==> src/rtl/unita_conv_ctrl_if.sv <==
// ============================================================================
// unita_conv_ctrl_if : control/strobe bundle between the sequencer and its peers
// Rev 1.0
// ============================================================================
`default_nettype none

interface unita_conv_ctrl_if #(
    parameter int ADDRESS_SIZE_WM = 8,
    parameter int FILTER_IDX_W    = 4
);
    logic                       start;
    logic                       ifm_valid;
    logic                       ifm_ready;
    logic                       fifo_enable;
    logic                       wm_enable_read;
    logic [ADDRESS_SIZE_WM-1:0] wm_address;
    logic                       wm_fifo_enable;
    logic                       conv_enable;
    logic                       ofm_valid;
    logic [FILTER_IDX_W-1:0]    filter_idx;
    logic                       busy;
    logic                       done;

    modport master (
        input  start, ifm_valid,
        output ifm_ready, fifo_enable, wm_enable_read, wm_address, wm_fifo_enable,
               conv_enable, ofm_valid, filter_idx, busy, done
    );

    modport slave (
        output start, ifm_valid,
        input  ifm_ready, fifo_enable, wm_enable_read, wm_address, wm_fifo_enable,
               conv_enable, ofm_valid, filter_idx, busy, done
    );
endinterface

`default_nettype wire

==> src/rtl/unita_conv_ctrl.sv <==
// ============================================================================
// unita_conv_ctrl : per-filter weight load + IFM plane stream sequencer
// Rev 1.0
// ============================================================================
`default_nettype none

module unita_conv_ctrl #(
    parameter int IFM_SIZE          = 34,
    parameter int KERNAL_SIZE       = 5,
    parameter int NUMBER_OF_FILTERS = 8,
    parameter int CONV_LATENCY      = 3,
    parameter int ADDRESS_SIZE_WM   = $clog2(KERNAL_SIZE*KERNAL_SIZE*NUMBER_OF_FILTERS)
) (
    input wire                clk,
    input wire                reset,
    unita_conv_ctrl_if.master bus
);
    localparam int KK   = KERNAL_SIZE * KERNAL_SIZE;
    localparam int FI_W = $clog2(NUMBER_OF_FILTERS) + 1;
    localparam int RC_W = (IFM_SIZE > 1) ? $clog2(IFM_SIZE) : 1;
    localparam int K_W  = (KK > 1) ? $clog2(KK) : 1;
    localparam int DR_W = $clog2(CONV_LATENCY + 1) + 1;

    localparam logic [RC_W-1:0] C_RC_LAST    = RC_W'(IFM_SIZE - 1);
    localparam logic [RC_W-1:0] C_KM1        = RC_W'(KERNAL_SIZE - 1);
    localparam logic [K_W-1:0]  C_K_LAST     = K_W'(KK - 1);
    localparam logic [FI_W-1:0] C_F_LAST     = FI_W'(NUMBER_OF_FILTERS - 1);
    localparam logic [DR_W-1:0] C_DRAIN_LAST = DR_W'(CONV_LATENCY);

    typedef enum logic [2:0] {
        IDLE       = 3'd0,
        LOAD_W     = 3'd1,
        LOAD_FLUSH = 3'd2,
        STREAM     = 3'd3,
        DRAIN      = 3'd4,
        DONE       = 3'd5
    } state_t;

    state_t                     r_state;
    logic [K_W-1:0]             r_k;
    logic [RC_W-1:0]            r_row;
    logic [RC_W-1:0]            r_col;
    logic [DR_W-1:0]            r_drain;
    logic [FI_W-1:0]            r_filter_idx;
    logic [ADDRESS_SIZE_WM-1:0] r_wm_address;
    logic                       r_wm_enable_read;
    logic                       r_wm_fifo_enable;
    logic                       r_ifm_ready;
    logic                       r_conv_enable;
    logic [CONV_LATENCY-1:0]    r_conv_pipe;
    logic                       r_busy;
    logic                       r_done;

    logic                       w_accept;
    logic                       w_window;
    logic [ADDRESS_SIZE_WM-1:0] w_next_base;

    assign w_accept    = bus.ifm_valid & r_ifm_ready;
    assign w_window    = (r_row >= C_KM1) && (r_col >= C_KM1);
    assign w_next_base = ADDRESS_SIZE_WM'((int'(r_filter_idx) + 1) * KK);

    always_ff @(posedge clk or negedge reset) begin
        if (!reset) begin
            r_state          <= IDLE;
            r_k              <= '0;
            r_row            <= '0;
            r_col            <= '0;
            r_drain          <= '0;
            r_filter_idx     <= '0;
            r_wm_address     <= '0;
            r_wm_enable_read <= 1'b0;
            r_wm_fifo_enable <= 1'b0;
            r_ifm_ready      <= 1'b0;
            r_conv_enable    <= 1'b0;
            r_busy           <= 1'b0;
            r_done           <= 1'b0;
        end else begin
            // Weight memory has one cycle of read latency
            r_wm_fifo_enable <= r_wm_enable_read;
            r_conv_enable    <= 1'b0;
            r_done           <= 1'b0;
            case (r_state)
                IDLE: begin
                    if (bus.start) begin
                        r_state          <= LOAD_W;
                        r_filter_idx     <= '0;
                        r_k              <= '0;
                        r_wm_address     <= '0;
                        r_wm_enable_read <= 1'b1;
                        r_busy           <= 1'b1;
                    end
                end
                LOAD_W: begin
                    if (r_k == C_K_LAST) begin
                        r_state          <= LOAD_FLUSH;
                        r_wm_enable_read <= 1'b0;
                    end else begin
                        r_k          <= r_k + K_W'(1);
                        r_wm_address <= r_wm_address + ADDRESS_SIZE_WM'(1);
                    end
                end
                LOAD_FLUSH: begin
                    r_state     <= STREAM;
                    r_row       <= '0;
                    r_col       <= '0;
                    r_ifm_ready <= 1'b1;
                end
                STREAM: begin
                    if (w_accept) begin
                        r_conv_enable <= w_window;
                        if (r_col == C_RC_LAST) begin
                            r_col <= '0;
                            if (r_row == C_RC_LAST) begin
                                r_state     <= DRAIN;
                                r_ifm_ready <= 1'b0;
                                r_row       <= '0;
                                r_drain     <= '0;
                            end else begin
                                r_row <= r_row + RC_W'(1);
                            end
                        end else begin
                            r_col <= r_col + RC_W'(1);
                        end
                    end
                end
                DRAIN: begin
                    // Hold until the last window has left the conv pipeline
                    if (r_drain == C_DRAIN_LAST) begin
                        if (r_filter_idx < C_F_LAST) begin
                            r_state          <= LOAD_W;
                            r_filter_idx     <= r_filter_idx + FI_W'(1);
                            r_k              <= '0;
                            r_wm_address     <= w_next_base;
                            r_wm_enable_read <= 1'b1;
                        end else begin
                            r_state <= DONE;
                            r_done  <= 1'b1;
                            r_busy  <= 1'b0;
                        end
                    end else begin
                        r_drain <= r_drain + DR_W'(1);
                    end
                end
                DONE: begin
                    r_state <= IDLE;
                end
                default: begin
                    r_state <= IDLE;
                end
            endcase
        end
    end

    always_ff @(posedge clk or negedge reset) begin
        if (!reset) begin
            r_conv_pipe <= '0;
        end else begin
            r_conv_pipe[0] <= r_conv_enable;
            for (int i = 1; i < CONV_LATENCY; i++) begin
                r_conv_pipe[i] <= r_conv_pipe[i-1];
            end
        end
    end

    assign bus.ifm_ready      = r_ifm_ready;
    assign bus.fifo_enable    = w_accept;
    assign bus.wm_enable_read = r_wm_enable_read;
    assign bus.wm_address     = r_wm_address;
    assign bus.wm_fifo_enable = r_wm_fifo_enable;
    assign bus.conv_enable    = r_conv_enable;
    assign bus.ofm_valid      = r_conv_pipe[CONV_LATENCY-1];
    assign bus.filter_idx     = r_filter_idx;
    assign bus.busy           = r_busy;
    assign bus.done           = r_done;

endmodule

`default_nettype wire
==> src/flat_wrapper.sv <==
// flat-port wrapper written by rule: the top's interface ports become plain ports
module unita_conv_ctrl_flat 
#(
    parameter int IFM_SIZE          = 34,
    parameter int KERNAL_SIZE       = 5,
    parameter int NUMBER_OF_FILTERS = 8,
    parameter int CONV_LATENCY      = 3,
    parameter int ADDRESS_SIZE_WM   = $clog2(KERNAL_SIZE*KERNAL_SIZE*NUMBER_OF_FILTERS)
)
  (clk, reset, bus_start, bus_ifm_valid, bus_ifm_ready, bus_fifo_enable, bus_wm_enable_read, bus_wm_address, bus_wm_fifo_enable, bus_conv_enable, bus_ofm_valid, bus_filter_idx, bus_busy, bus_done);
  unita_conv_ctrl_if #(.ADDRESS_SIZE_WM(ADDRESS_SIZE_WM)) bus_i ();
  input wire clk;
  input wire reset;
  input wire logic [$bits(bus_i.start)-1:0] bus_start;
  input wire logic [$bits(bus_i.ifm_valid)-1:0] bus_ifm_valid;
  output wire logic [$bits(bus_i.ifm_ready)-1:0] bus_ifm_ready;
  output wire logic [$bits(bus_i.fifo_enable)-1:0] bus_fifo_enable;
  output wire logic [$bits(bus_i.wm_enable_read)-1:0] bus_wm_enable_read;
  output wire logic [$bits(bus_i.wm_address)-1:0] bus_wm_address;
  output wire logic [$bits(bus_i.wm_fifo_enable)-1:0] bus_wm_fifo_enable;
  output wire logic [$bits(bus_i.conv_enable)-1:0] bus_conv_enable;
  output wire logic [$bits(bus_i.ofm_valid)-1:0] bus_ofm_valid;
  output wire logic [$bits(bus_i.filter_idx)-1:0] bus_filter_idx;
  output wire logic [$bits(bus_i.busy)-1:0] bus_busy;
  output wire logic [$bits(bus_i.done)-1:0] bus_done;
  assign bus_i.start = bus_start;
  assign bus_i.ifm_valid = bus_ifm_valid;
  assign bus_ifm_ready = bus_i.ifm_ready;
  assign bus_fifo_enable = bus_i.fifo_enable;
  assign bus_wm_enable_read = bus_i.wm_enable_read;
  assign bus_wm_address = bus_i.wm_address;
  assign bus_wm_fifo_enable = bus_i.wm_fifo_enable;
  assign bus_conv_enable = bus_i.conv_enable;
  assign bus_ofm_valid = bus_i.ofm_valid;
  assign bus_filter_idx = bus_i.filter_idx;
  assign bus_busy = bus_i.busy;
  assign bus_done = bus_i.done;
  unita_conv_ctrl #(.IFM_SIZE(IFM_SIZE), .KERNAL_SIZE(KERNAL_SIZE), .NUMBER_OF_FILTERS(NUMBER_OF_FILTERS), .CONV_LATENCY(CONV_LATENCY), .ADDRESS_SIZE_WM(ADDRESS_SIZE_WM)) u_core (.clk(clk), .reset(reset), .bus(bus_i));
endmodule
==> config.mk <==
export PLATFORM = sky130hd
export DESIGN_NAME = unita_conv_ctrl_flat
export DESIGN_NICKNAME = d
export VERILOG_FILES = /design/src/rtl/unita_conv_ctrl_if.sv /design/src/rtl/unita_conv_ctrl.sv /design/src/flat_wrapper.sv
export SDC_FILE = /design/constraint.sdc
export NUM_CORES = 1
export LEC_CHECK = 0
export ABC_CLOCK_PERIOD_IN_PS = 4300
export CAP_MARGIN = 20
export CORE_ASPECT_RATIO = 0.5
export CORE_MARGIN = 2
export CORE_UTILIZATION = 57
export DETAILED_ROUTE_END_ITERATION = 10
export GPL_TIMING_DRIVEN = 0
export PLACE_DENSITY = 0.84
export SLEW_MARGIN = 10
export SYNTH_ARGS = -nofsm -noshare
export SYNTH_HDL_FRONTEND = slang
export SYNTH_SLANG_ARGS = --single-unit
==> constraint.sdc <==
create_clock -name clk -period 4.3 [get_ports clk]
set_clock_uncertainty 0.05 [all_clocks]
set_input_delay 0.86 -clock clk [delete_from_list [all_inputs] [get_ports clk]]
set_output_delay 0.86 -clock clk [all_outputs]
set_load 0.05 [all_outputs]
== Word-level counts from Yosys, hierarchy flattened ==
Index checks and enable logic that the tools add are counted.
Cells by class
  $add $sub $neg: 7
  equality and inequality tests: 18
  $lt $le $gt $ge: 3
  bitwise logic cells: 1
  $mul: 1
  multiplexer cells: 51
  reductions and logical operators: 15
Operator list (number)
  2-to-1 mux 3 bit: 11
  multiplier 32 x 6 -> 8 bit, second input constant: 1
  2-to-1 mux 8 bit: 4
  2-to-1 mux 6 bit: 5
  one-hot mux 6 bit (2 select lines): 2
  one-hot mux 8 bit (3 select lines): 1
  2-to-1 mux 5 bit: 4
  one-hot mux 3 bit (5 select lines): 1
  one-hot mux 5 bit (3 select lines): 1
  AND reduction 5 bit: 3
  2-to-1 mux 1 bit: 14
  adder 6 x 1 -> 6 bit, second input constant: 2
  equality test 6 bit, second input constant: 2
  greater-or-equal comparator 6 x 3 -> 1 bit, second input constant: 2
  2-to-1 mux 4 bit: 3
  AND reduction 4 bit: 3
  inequality test 2 x 1 -> 1 bit, second input constant: 5
  inequality test 2 bit, second input constant: 5
  equality test 3 x 2 -> 1 bit, second input constant: 3
  adder 8 x 1 -> 8 bit, second input constant: 1
  one-hot mux 4 bit (2 select lines): 1
  one-hot mux 3 bit (2 select lines): 1
  AND reduction 6 bit: 1
  nonzero test 2 bit: 3
  other kinds (16): 17
Storage, ports and cells
  flip-flop bits (word level): 44
  input port bits: 4
  word-level logic and storage cells: 110

== Depth between registers and ports, before layout ==
Gate-level depths: netlist of run 1.
  depth after elaboration: 5
  mapped depth: 13

== Worst setup path after synthesis of run 1 ==
No wires, ideal clock.
  kind: register to register
  start: register u_core.r_filter_idx[0], in the netlist u_core.bus.filter_idx[0]
  end: register u_core.r_wm_address[7], in the netlist u_core.bus.wm_address[7]
  clock period less this slack: 3.587 ns
  arrival time: 3.411 ns
  path buffers: 1
  cell stages (with the launch flop): 14
  slack: 0.713 ns
  cells stage by stage: dfrtp_1 -> buf_4 -> inv_1 -> ha_1 -> inv_1 -> ha_1 -> ha_1 -> ha_1 -> ha_1 -> fa_1 -> xnor2_1 -> xnor2_1 -> xnor2_1 -> a221o_1
On the way
  longest elaborated chain between the ends: 5
  elaborated cells between the ends (all ways): 8
RTL lines
  start, declared: RTL line unita_conv_ctrl.sv:44  | logic [FI_W-1:0] r_filter_idx;
  start signal, assigned: RTL line unita_conv_ctrl.sv:131  | r_filter_idx <= r_filter_idx + FI_W'(1);
  adder 4 x 1 -> 5 bit: RTL line unita_conv_ctrl.sv:60  | assign w_next_base = ADDRESS_SIZE_WM'((int'(r_filter_idx) + 1) * KK);
  multiplier 32 x 6 -> 8 bit: RTL line unita_conv_ctrl.sv:60
  2-to-1 mux 8 bit: RTL line unita_conv_ctrl.sv:129  | if (r_filter_idx < C_F_LAST) begin
  2-to-1 mux 8 bit: RTL line unita_conv_ctrl.sv:128  | if (r_drain == C_DRAIN_LAST) begin
  one-hot mux 8 bit (3 select lines): RTL line unita_conv_ctrl.sv:82  | case (r_state)
  end signal, assigned: RTL line unita_conv_ctrl.sv:99  | r_wm_address <= r_wm_address + ADDRESS_SIZE_WM'(1);
  end signal, assigned: RTL line unita_conv_ctrl.sv:133  | r_wm_address <= w_next_base;
  end, declared: RTL line unita_conv_ctrl.sv:45  | logic [ADDRESS_SIZE_WM-1:0] r_wm_address;
Several ways; a longest one is shown, not always the timed one. The select of a mux whose other input is x is not followed.
A chain may end at the register's enable or synchronous reset.

== Worst setup path after layout of run 1 ==
  start: register u_core.r_filter_idx[1], in the netlist u_core.bus.filter_idx[1]
  end: register u_core.r_wm_address[7], in the netlist u_core.bus.wm_address[7]
The elaborated chain is that of the path after synthesis.

==> flow_summary.json, run 1 <==
{
  "timing.setup.critical_path_class": "flop to flop",
  "fin_ws_ns": 0.752,
  "maxClockFrequency_mhz": 282,
  "drt_first_pass_iters": 5,
  "hold_path_startpoint": "u_core.r_conv_pipe[0]$_DFF_PN0_",
  "tritoncts": "done",
  "relSlewSlack_pct": 64.7,
  "period_share_pct": 82.5,
  "timing.final.hold_violations": 0,
  "totalNegativeSetupSlack_ns": 0,
  "via_count_of_the_first_global_routing_pass": 2119,
  "route.detailed.wl_per_inst_um": 15.6,
  "cts_hold_buffers": 0,
  "core.rowCount": 17,
  "number_of_enable_type_register_cells_in_the_synthesized_netlist": 0,
  "multiInputGateArea_um2": 1390,
  "report.power.total_mw": 1.32,
  "synthDistinctLibCells": 50,
  "clock-root-buffer": "sky130_fd_sc_hd__clkbuf_8",
  "leakagePower_nw": 1.38,
  "gp_routability_congestion": 0.806,
  "detailed_place_hpwl_um": 4180,
  "rr_startpoint": "u_core.bus.filter_idx[1]$_DFFE_PN0P_",
  "num_io_pins": 24,
  "use_met1_pct": 29.9,
  "max_cap_viol_count": 0,
  "synth.yosys.seq_area_share_pct": 42.4,
  "ff_latch_area_um2": 1100,
  "ctsHtreeMaxLevel": 2,
  "rsz0062_at_grt": "no",
  "grt_max_degree": 28,
  "sink_count_of_the_clock_tree": 44,
  "power_density_nw_per_um2": 440,
  "grt_antenna_before_repair": 0,
  "min_cycle_time_layout_ns": 3.55,
  "post_layout_nonfiller_instances": 361,
  "syn_nets": 300,
  "route.vias.total": 2189,
  "die_area_um2": 5140,
  "worst_skew_pair.late_latency_ns": 0.31,
  "cts-root-to-sink-buffers": 2,
  "timing.critical_path.to_type": "flop",
  "global_route.peak_usage_layer": "met2",
  "layout_cells_sized_above_1_pct": 8.55,
  "post_cts.repair.setup_buffers": 0,
  "placedCellCount": 354,
  "die_x_um": 99.4,
  "synth_area_per_cell_um2": 9.51,
  "peakVddDrop_mv": 0.221,
  "final-setup-viol-count": 0,
  "fin_worst_hold_slack_ns": 0.311,
  "overflow": 0,
  "worstSetupStartpointType": "flop",
  "status": "completed",
  "hold_class": "flop to flop",
  "first_pass_grt_wire_length_um": 9430,
  "synth_warnings": 0,
  "syn_std_cell_area_um2": 2600,
  "flow.area_growth_from_synthesis_pct": 15.2,
  "core_area_um2": 4380,
  "clk_pin_slew_worst_paths_ns": 0.08,
  "routed_wirelength_um": 5620,
  "required_worst_endpoint_ns": 4.45,
  "use_met2_pct": 41.1,
  "async_flop_share_pct": 100,
  "grtUsageTotal_pct": 23.6,
  "cts_inserted_buffers": 5,
  "post_synth_inst_count": 273,
  "grt.met3_usage_pct": 4.84,
  "synth_top_cell_by_area": "sky130_fd_sc_hd__dfrtp_1",
  "postSynthRegisterBits": 44,
  "synth_top_area_share_pct": 42.4,
  "initial_utilization_pct": 59.3,
  "report.final.slew_viol_count": 0,
  "detail_route.vias_per_cell": 6.06,
  "n_fill_cell": 341,
  "num_antenna_cells": 0,
  "pre_cts_ws_ns": 0.739,
  "startpoint": "u_core.bus.filter_idx[1]$_DFFE_PN0P_",
  "fin_nets": 331,
  "port-buffer-count": 23,
  "worst_pin_slew_ns": 0.527,
  "drt_iter0_drc": 132,
  "netlist_top_cells_area": "sky130_fd_sc_hd__dfrtp_1 (42%), sky130_fd_sc_hd__ha_1 (11%), sky130_fd_sc_hd__nand2_1 (4.5%)",
  "cts_resized": 0,
  "drt.antenna.violating_nets": 0,
  "route.detailed.drc": 0,
  "die_extent_in_y_um": 51.7,
  "crit_path_max_fanout": 7,
  "synth_top_flop_cell": "sky130_fd_sc_hd__dfrtp_1",
  "worst_ep_arrival_time_ns": 3.70
}
state kept, by name, indices dropped and copies added, names as in the netlist:
name	count
u_core.r_col	6
u_core.bus.wm_fifo_enable	1
u_core.bus.conv_enable	1
u_core.r_drain	3
u_core.bus.done	1
u_core.bus.busy	1
u_core.r_conv_pipe	3
u_core.bus.wm_address	8
u_core.r_state	3
u_core.bus.wm_enable_read	1
u_core.r_row	6
u_core.bus.ifm_ready	1
u_core.bus.filter_idx	4
u_core.r_k	5
final cells by class:
type / count / share of cell area (%)
Multi-Input combinational cell: 208 / 46.6
Inverter: 15 / 1.88
Tap cell: 57 / 2.38
Buffer: 6 / 1.51
Timing Repair Buffer: 24 / 8.20
Sequential cell: 44 / 36.8
Clock buffer: 6 / 2.43
Clock inverter: 1 / 0.167
layer usage:
layer / vias up / share of wire [%] / routed length (um)
li1: 1029 / - / -
met1: 1074 / 45 / 2510
met2: 69 / 48 / 2690
met3: 17 / 5.1 / 287
met4: 0 / 2.2 / 123
met5: - / 0 / 0
worst max-delay path, stage by stage, from the launching register on:
cell and delay, ns:
sky130_fd_sc_hd__dfrtp_1 0.46, sky130_fd_sc_hd__ha_1 0.27, sky130_fd_sc_hd__xor2_1 0.31, sky130_fd_sc_hd__ha_1 0.29, sky130_fd_sc_hd__ha_1 0.29, sky130_fd_sc_hd__ha_1 0.29, sky130_fd_sc_hd__ha_1 0.22, sky130_fd_sc_hd__fa_1 0.40
sky130_fd_sc_hd__xnor2_1 0.15, sky130_fd_sc_hd__xnor2_1 0.23, sky130_fd_sc_hd__xnor2_1 0.13, sky130_fd_sc_hd__a221o_1 0.35
synthesized netlist by cell type, types with 2 or more instances:
cell type	n
sky130_fd_sc_hd__a31oi_1	5
sky130_fd_sc_hd__nor2_1	23
sky130_fd_sc_hd__xnor2_1	5
sky130_fd_sc_hd__o21ai_1	19
sky130_fd_sc_hd__o21ai_0	15
sky130_fd_sc_hd__a21o_1	3
sky130_fd_sc_hd__a21oi_2	2
sky130_fd_sc_hd__nand3_1	12
sky130_fd_sc_hd__nor3_1	5
sky130_fd_sc_hd__and3_1	6
sky130_fd_sc_hd__nor3b_1	3
sky130_fd_sc_hd__nand4_1	5
sky130_fd_sc_hd__ha_1	22
sky130_fd_sc_hd__xor2_1	9
sky130_fd_sc_hd__nor2_2	2
sky130_fd_sc_hd__nor2b_1	2
sky130_fd_sc_hd__nand2_1	31
sky130_fd_sc_hd__mux2_2	2
sky130_fd_sc_hd__nand2b_1	3
sky130_fd_sc_hd__buf_2	3
sky130_fd_sc_hd__o31ai_1	2
sky130_fd_sc_hd__and4_1	2
sky130_fd_sc_hd__o21a_1	2
sky130_fd_sc_hd__inv_1	15
sky130_fd_sc_hd__a21oi_1	5
sky130_fd_sc_hd__dfrtp_1	44
sky130_fd_sc_hd__o21bai_1	2
sky130_fd_sc_hd__buf_6	2
cell families (layout without fill, tap and decap cells):
family / after synthesis / in the layout / synth area share [%]
buf+inv: 21 / 52 / 3.90
xor+xnor: 14 / 14 / 4.72
compound gates: 66 / 66 / 16.4
flops: 44 / 44 / 42.4
simple gates: 103 / 103 / 20.3
fa+ha+maj: 23 / 23 / 11.4
mux: 2 / 2 / 0.867
cells in the final DEF (no fill, tap or decap), drive strengths merged, types with 3 or more instances in the layout:
master / count
a21o: 3
a21oi: 7
a31oi: 5
and3: 6
buf: 8
clkbuf: 6
clkdlybuf4s50: 22
dfrtp: 44
ha: 22
inv: 15
nand2: 31
nand2b: 3
nand3: 12
nand4: 5
nor2: 25
nor3: 6
nor3b: 4
o21ai: 35
xnor2: 5
xor2: 9
worst paths after layout:
path / endpoint / slack (ns) / cells past startpoint
hold / removal: u_core.r_conv_pipe[1]$_DFF_PN0_ / 0.31 / 0
max in group asynchronous: u_core.bus.filter_idx[1]$_DFFE_PN0P_ / 3.27 / 2
setup reg to reg: u_core.bus.wm_address[7]$_DFFE_PN0P_ / 0.75 / 11
hold reg to reg: u_core.r_conv_pipe[1]$_DFF_PN0_ / 0.31 / 0
setup / recovery: u_core.bus.wm_address[7]$_DFFE_PN0P_ / 0.75 / 11
min in group asynchronous: u_core.r_col[0]$_DFFE_PN0P_ / 0.44 / 1
stage by stage:
| stage | area [um2] | utilization, % |
|---|---|---|
| after floorplan | 2600 | - |
| after global placement | 2900 | 66.1 |
| final | 2990 | 68.2 |
| after CTS | 2990 | 68.2 |
| after global routing | 2990 | 68.2 |
| after detailed placement | 2910 | 66.5 |
power by group:
part / total [mW] / switching (mW) / internal [mW]
clock network: 0.247 / 0.136 / 0.110
logic: 0.531 / 0.343 / 0.188
registers: 0.538 / 0.0603 / 0.478
Power figures use the tool's default switching activity.
==> run 2, diff against run 1 <==
--- a/config.mk
+++ b/config.mk
@@ -5,14 +5,14 @@
 export SDC_FILE = /design/constraint.sdc
 export NUM_CORES = 1
 export LEC_CHECK = 0
-export ABC_CLOCK_PERIOD_IN_PS = 4300
+export ABC_CLOCK_PERIOD_IN_PS = 3100
 export CAP_MARGIN = 20
 export CORE_ASPECT_RATIO = 0.5
 export CORE_MARGIN = 2
-export CORE_UTILIZATION = 57
+export CORE_UTILIZATION = 52
 export DETAILED_ROUTE_END_ITERATION = 10
 export GPL_TIMING_DRIVEN = 0
-export PLACE_DENSITY = 0.84
+export PLACE_DENSITY = 0.81
 export SLEW_MARGIN = 10
 export SYNTH_ARGS = -nofsm -noshare
 export SYNTH_HDL_FRONTEND = slang
==> constraint.sdc (replaced) <==
create_clock -name clk -period 3.1 [get_ports clk]
set_clock_uncertainty 0.05 [all_clocks]
set_input_delay 0.62 -clock clk [delete_from_list [all_inputs] [get_ports clk]]
set_output_delay 0.62 -clock clk [all_outputs]
set_load 0.05 [all_outputs]
==> run 2 against run 1 <==
The flow now finishes with violations (setup timing). Largest cell class unchanged. Clock power is 44% higher. Maximum frequency is 14% higher. Highest routed layer unchanged. Largest power group unchanged. Flip-flop and latch count stayed put. Power is 40% higher. Die area is 9.0% higher. Count of clock-buffer cells in the layout is 1 lower. Critical endpoint unchanged. Routed wire length is 2.4% higher. Non-clock buffer count is 4 higher. Register-to-register slack worse by 0.75 ns.
==> flow_summary.json, run 2 (synthesized netlist as in run 1, its figures left out) <==
{
  "core_area_um2": 4860,
  "clock-root-buffer": "sky130_fd_sc_hd__clkbuf_8",
  "num_antenna_cells": 0,
  "overflow": 0,
  "cts-root-to-sink-buffers": 2,
  "min_cycle_time_layout_ns": 3.10,
  "totalNegativeSetupSlack_ns": -0.000854,
  "grt_max_degree": 38,
  "worstSetupStartpointType": "flop",
  "status": "finished with violations",
  "route.detailed.drc": 0,
  "detailed_place_hpwl_um": 4230,
  "relSlewSlack_pct": 62.8,
  "gp_routability_congestion": 0.856,
  "fin_ws_ns": -0.000854,
  "initial_utilization_pct": 53.4,
  "ff_latch_area_um2": 1110,
  "maxClockFrequency_mhz": 322,
  "cts_hold_buffers": 0,
  "die_x_um": 104,
  "drt_first_pass_iters": 6,
  "worst_skew_pair.late_latency_ns": 0.30,
  "period_share_pct": 100,
  "violations_in_the_final_reports": "setup timing",
  "rr_worst_depth": 11,
  "layout_common_cells": "sky130_fd_sc_hd__dfrtp_1 (41), sky130_fd_sc_hd__nand2_1 (31), sky130_fd_sc_hd__nor2_1 (23)",
  "report.final.slew_viol_count": 0,
  "grt.met3_usage_pct": 3.87,
  "report.power.total_mw": 1.84,
  "clk_pin_slew_worst_paths_ns": 0.09,
  "largest_register_ffs": 8,
  "worst_r2r_dst": "u_core.bus.wm_address[7]$_DFFE_PN0P_",
  "detail_route.vias_per_cell": 5.66,
  "tritoncts": "done",
  "sink_count_of_the_clock_tree": 44,
  "crit_path_max_fanout": 5,
  "mostFrequentLayoutCell": "sky130_fd_sc_hd__dfrtp_1",
  "route.detailed.wl_per_inst_um": 15.2,
  "timing.setup.critical_path_class": "flop to flop",
  "core.rowCount": 18,
  "leakagePower_nw": 1.39,
  "timing.final.hold_violations": 0,
  "required_worst_endpoint_ns": 3.24,
  "multiInputGateArea_um2": 1550,
  "timing.critical_path.to_type": "flop",
  "layout_cells_sized_above_1_pct": 16.5,
  "r2r_setup_slack_ns": -0.0009,
  "power_density_nw_per_um2": 574,
  "use_met2_pct": 41.1,
  "die_extent_in_y_um": 54.0,
  "max_cap_viol_count": 0,
  "hold_class": "input port to asynchronous set/reset pin",
  "flow.area_growth_from_synthesis_pct": 23.8,
  "grt_antenna_before_repair": 0,
  "n_fill_cell": 406,
  "fin_nets": 335,
  "global_route.peak_usage_layer": "met2",
  "grtUsageTotal_pct": 21.9,
  "worst_ep_arrival_time_ns": 3.24,
  "drt.antenna.violating_nets": 0,
  "final-setup-viol-count": 1,
  "port-buffer-count": 23,
  "die_area_um2": 5610,
  "num_io_pins": 24,
  "route.vias.total": 2147,
  "rsz0062_at_grt": "yes",
  "cts_inserted_buffers": 5,
  "use_met1_pct": 26.9,
  "drt_iter0_drc": 113,
  "worst_pin_slew_ns": 0.553,
  "rr_startpoint": "u_core.bus.filter_idx[1]$_DFFE_PN0P_",
  "peakVddDrop_mv": 0.282,
  "ctsHtreeMaxLevel": 2,
  "via_count_of_the_first_global_routing_pass": 2069,
  "first_pass_grt_wire_length_um": 9530,
  "routed_wirelength_um": 5750
}
## run 2: changes by cell type in the layout (fill, tap and decap cells not counted), sizes merged
cell,delta
clkinv,+2
buf,+4
clkbuf,-1
## run 2: how the worst max path moves through the flow
stage / startpoint / to / slack, ns / cells past startpoint
after floorplan: u_core.bus.filter_idx[0]$_DFFE_PN0P_ / u_core.bus.wm_address[7]$_DFFE_PN0P_ / -0.03 / 13
after global placement: u_core.bus.filter_idx[1]$_DFFE_PN0P_ / u_core.bus.wm_address[7]$_DFFE_PN0P_ / -0.12 / 11
after detailed placement: u_core.bus.filter_idx[1]$_DFFE_PN0P_ / u_core.bus.wm_address[7]$_DFFE_PN0P_ / -0.19 / 11
after CTS: u_core.bus.filter_idx[1]$_DFFE_PN0P_ / u_core.bus.wm_address[7]$_DFFE_PN0P_ / -0.04 / 11
after global routing: u_core.bus.filter_idx[1]$_DFFE_PN0P_ / u_core.bus.wm_address[7]$_DFFE_PN0P_ / -0.05 / 11
final: u_core.bus.filter_idx[1]$_DFFE_PN0P_ / u_core.bus.wm_address[7]$_DFFE_PN0P_ / -0.0009 / 11
## run 2: final cells by class
cell class                 instances  area share, %
multi-input combinational        208           48.2
clock buffer                       5           2.14
sequential                        44           34.5
timing repair buffer              28           8.57
tap                               70           2.73
buffer                             6           1.52
clock inverter                     3          0.584
inverter                          15           1.75
## run 2: stage by stage
step	cell area, um2	std cells	hold slack [ns]	setup WS, ns	utilization, %
6_report	3210	379	0.104	-0.000854	66.0
5_1_grt	3210	379	0.0968	-0.0527	66.0
4_1_cts	3210	379	0.101	-0.0413	65.9
3_5_place_dp	3050	367	0.296	-0.191	62.7
3_3_place_gp	3030	366	0.284	-0.124	62.4
2_1_floorplan	2720	273	0.274	-0.0296	-
## run 2: where the power goes
| group | total, mW | internal (mW) | switching, mW | leakage, nW |
|---|---|---|---|---|
| clock network | 0.356 | 0.157 | 0.199 | 0.0479 |
| registers | 0.752 | 0.662 | 0.0893 | 0.571 |
| logic | 0.736 | 0.265 | 0.471 | 0.768 |
| total | 1.84 | 1.08 | 0.760 | 1.39 |
## run 2: timing repair
action | in CTS | in global routing
endpoints found under the hold margin | 0 | 0
endpoints found under the setup margin | 1 | 1
setup buffers | 4 | 0
pin swaps | 4 | 3
resized for setup | 4 | 1
## run 2: metal layers
layer	share of wire (%)	vias to the layer above
met4	1.3	0
li1	-	1028
met1	42	1043
met3	5.3	10
met2	51	66
met5	0	-
## run 2: critical path, cell delays in order, from the launching register on
cell and delay (ns):
sky130_fd_sc_hd__dfrtp_4 0.53, sky130_fd_sc_hd__ha_4 0.20, sky130_fd_sc_hd__xor2_4 0.21, sky130_fd_sc_hd__ha_4 0.24, sky130_fd_sc_hd__ha_4 0.26, sky130_fd_sc_hd__ha_4 0.19, sky130_fd_sc_hd__ha_4 0.15, sky130_fd_sc_hd__fa_2 0.36
sky130_fd_sc_hd__xnor2_2 0.17, sky130_fd_sc_hd__xnor2_2 0.15, sky130_fd_sc_hd__xnor2_1 0.16, sky130_fd_sc_hd__a221o_1 0.32
==> run 3, diff against run 2 <==
--- a/config.mk
+++ b/config.mk
@@ -5,14 +5,14 @@
 export SDC_FILE = /design/constraint.sdc
 export NUM_CORES = 1
 export LEC_CHECK = 0
-export ABC_CLOCK_PERIOD_IN_PS = 3100
+export ABC_CLOCK_PERIOD_IN_PS = 2850
 export CAP_MARGIN = 20
 export CORE_ASPECT_RATIO = 0.5
 export CORE_MARGIN = 2
 export CORE_UTILIZATION = 52
 export DETAILED_ROUTE_END_ITERATION = 10
 export GPL_TIMING_DRIVEN = 0
-export PLACE_DENSITY = 0.81
+export PLACE_DENSITY = 0.77
 export SLEW_MARGIN = 10
 export SYNTH_ARGS = -nofsm -noshare
 export SYNTH_HDL_FRONTEND = slang
==> constraint.sdc (replaced) <==
create_clock -name clk -period 2.85 [get_ports clk]
set_clock_uncertainty 0.05 [all_clocks]
set_input_delay 0.57 -clock clk [delete_from_list [all_inputs] [get_ports clk]]
set_output_delay 0.57 -clock clk [all_outputs]
set_load 0.05 [all_outputs]
==> run 3 against run 2 <==
The flow still finishes with violations (setup timing). Final cell count grew 0.79%. First-iteration DRC count shrank 7.1%. Core utilization grew 0.72 points. Design area grew 1.1%. Sequential power grew 8.4%. Worst setup slack lost 0.18 ns. Routed wire length shrank 3.0%. Via count shrank 0.84%. Sequential share of layout area shrank 0.37 points. Critical endpoint unchanged. Largest power group unchanged. Highest routed layer unchanged.
==> flow_summary.json, run 3 (synthesized netlist as in run 1, its figures left out) <==
{
  "status": "finished with violations",
  "violations_in_the_final_reports": "setup timing",
  "layout_cells_sized_above_1_pct": 17.0,
  "grt_max_degree": 35,
  "min_cycle_time_layout_ns": 3.03,
  "peakVddDrop_mv": 0.309,
  "drt_first_pass_iters": 5,
  "gp_routability_congestion": 0.866,
  "clock-root-buffer": "sky130_fd_sc_hd__clkbuf_8",
  "p_sw_share_pct": 39.4,
  "die_area_um2": 5610,
  "rr_worst_depth": 11,
  "drt_iter0_drc": 105,
  "flow.area_growth_from_synthesis_pct": 25.1,
  "ctsHtreeMaxLevel": 2,
  "cts-root-to-sink-buffers": 2,
  "multiInputGateArea_um2": 1540,
  "report.final.slew_viol_count": 0,
  "worst_path_cell_chain": "ha_4 -> xor2_4 -> ha_4 -> ha_4 -> ha_4 -> ha_4 -> fa_2 -> xnor2_2 -> xnor2_1 -> xnor2_1 -> a221o_1",
  "final_util_pct": 66.8,
  "routed_wirelength_um": 5580,
  "largest_register_ffs": 8,
  "fin_ws_ns": -0.183,
  "worst_skew_pair.late_latency_ns": 0.31,
  "period_share_pct": 106,
  "timing.setup.critical_path_class": "flop to flop",
  "switching_power_mw": 0.828,
  "r2r_setup_slack_ns": -0.18,
  "first_pass_grt_wire_length_um": 9410,
  "cts_inserted_buffers": 5,
  "crit_path_max_fanout": 5,
  "detailed_place_hpwl_um": 4180,
  "final-setup-viol-count": 1,
  "drt.antenna.violating_nets": 0,
  "route.vias.total": 2129,
  "cp_max_stage_delay_ns": 0.53,
  "mostFrequentLayoutCell": "sky130_fd_sc_hd__dfrtp_1",
  "initial_utilization_pct": 53.4,
  "die_x_um": 104,
  "worstSetupStartpointType": "flop",
  "route.detailed.wl_per_inst_um": 14.6,
  "via_count_of_the_first_global_routing_pass": 2055,
  "clk_pin_slew_worst_paths_ns": 0.09,
  "leakagePower_nw": 1.41,
  "layout_common_cells": "sky130_fd_sc_hd__dfrtp_1 (41), sky130_fd_sc_hd__nand2_1 (31), sky130_fd_sc_hd__nor2_1 (23)",
  "cts_hold_buffers": 0,
  "detail_route.vias_per_cell": 5.57,
  "grtUsageTotal_pct": 21.6,
  "pwr-share-comb_pct": 37.7,
  "n_fill_cell": 412,
  "cp_slowest_cell": "sky130_fd_sc_hd__dfrtp_4",
  "tritoncts": "done",
  "die_extent_in_y_um": 54.0,
  "timing.final.hold_violations": 0,
  "relSlewSlack_pct": 60.9,
  "num_antenna_cells": 0,
  "timing.critical_path.to_type": "flop",
  "rsz0062_at_grt": "yes",
  "worst_r2r_dst": "u_core.bus.wm_address[7]$_DFFE_PN0P_",
  "route.detailed.drc": 0,
  "worst_ep_arrival_time_ns": 3.18,
  "required_worst_endpoint_ns": 3.00,
  "max_cap_viol_count": 0,
  "num_io_pins": 24,
  "worst_pin_slew_ns": 0.581,
  "core_area_um2": 4860,
  "totalNegativeSetupSlack_ns": -0.183,
  "grt_antenna_before_repair": 0,
  "core.rowCount": 18,
  "rr_startpoint": "u_core.bus.filter_idx[1]$_DFFE_PN0P_",
  "power.share.clock_pct": 23.5,
  "ff_latch_area_um2": 1110,
  "power_frac_seq_pct": 38.8,
  "overflow": 0,
  "power_density_nw_per_um2": 647,
  "p_int_mw": 1.27,
  "hold_class": "input port to asynchronous set/reset pin",
  "sink_count_of_the_clock_tree": 44,
  "port-buffer-count": 23,
  "maxClockFrequency_mhz": 330,
  "fin_nets": 338,
  "worst_path_most_repeated_cell": "sky130_fd_sc_hd__ha_4"
}
-- run 3: final cells by class --
class / count / area share [%]
buffer: 6 / 1.50
clock buffer: 5 / 2.12
clock inverter: 3 / 1.43
inverter: 15 / 1.73
multi-input combinational: 208 / 47.3
sequential: 44 / 34.1
tap: 70 / 2.70
timing repair buffer: 31 / 9.17
-- run 3: how the worst max path moves through the flow --
stage	cells past startpoint	slack (ns)	startpoint	endpoint
global route	11	-0.28	u_core.bus.filter_idx[1]$_DFFE_PN0P_	u_core.bus.wm_address[7]$_DFFE_PN0P_
floorplan	13	-0.28	u_core.bus.filter_idx[0]$_DFFE_PN0P_	u_core.bus.wm_address[7]$_DFFE_PN0P_
detailed placement	11	-0.42	u_core.bus.filter_idx[1]$_DFFE_PN0P_	u_core.bus.wm_address[7]$_DFFE_PN0P_
CTS	12	-0.24	u_core.bus.filter_idx[0]$_DFFE_PN0P_	u_core.bus.wm_address[7]$_DFFE_PN0P_
global placement	11	-0.38	u_core.bus.filter_idx[1]$_DFFE_PN0P_	u_core.bus.wm_address[7]$_DFFE_PN0P_
finish	11	-0.18	u_core.bus.filter_idx[1]$_DFFE_PN0P_	u_core.bus.wm_address[7]$_DFFE_PN0P_
-- run 3: power groups by stage --
stage / registers [mW] / logic [mW] / clock network, mW
floorplan: 0.907 / 0.484 / 0
global placement: 0.817 / 0.753 / 0
detailed placement: 0.824 / 0.784 / 0
CTS: 0.814 / 0.789 / 0.501
global route: 0.826 / 0.878 / 0.532
finish: 0.815 / 0.791 / 0.494
-- run 3: layer usage --
metal  vias to the layer above  GRT usage (%)  routed length (um)
met3                         5           5.08                 189
met4                         0           3.60                  35
met5                         -              0                   0
met1                      1040           25.9                2630
li1                       1033              -                   -
met2                        51           41.6                2730
-- run 3: repair_timing --
action / in CTS / in global routing
setup endpoints to repair: 2 / 1
pin swaps: 4 / 3
resized for setup: 3 / 1
setup buffers: 6 / 1
-- run 3: critical path, delay by kind of cell, from the launching register on --
family                   cells  cell delay [ns]
adder cells (fa/ha/maj)      6             1.39
AO/OA/AOI/OAI                1             0.32
flip-flops                   1             0.53
XOR/XNOR                     4             0.64
-- run 3: metrics by stage --
| step | power [mW] | cells | worst slack, ns | cell area, um2 | hold slack [ns] |
|---|---|---|---|---|---|
| 3_3_place_gp | 1.57 | 366 | -0.378 | 3030 | 0.284 |
| 6_report | 2.10 | 382 | -0.183 | 3250 | 0.0752 |
| 3_5_place_dp | 1.61 | 367 | -0.416 | 3050 | 0.296 |
| 5_1_grt | 2.24 | 382 | -0.281 | 3250 | 0.0773 |
| 4_1_cts | 2.10 | 381 | -0.245 | 3240 | 0.0821 |
| 2_1_floorplan | 1.39 | 273 | -0.280 | 2720 | 0.224 |
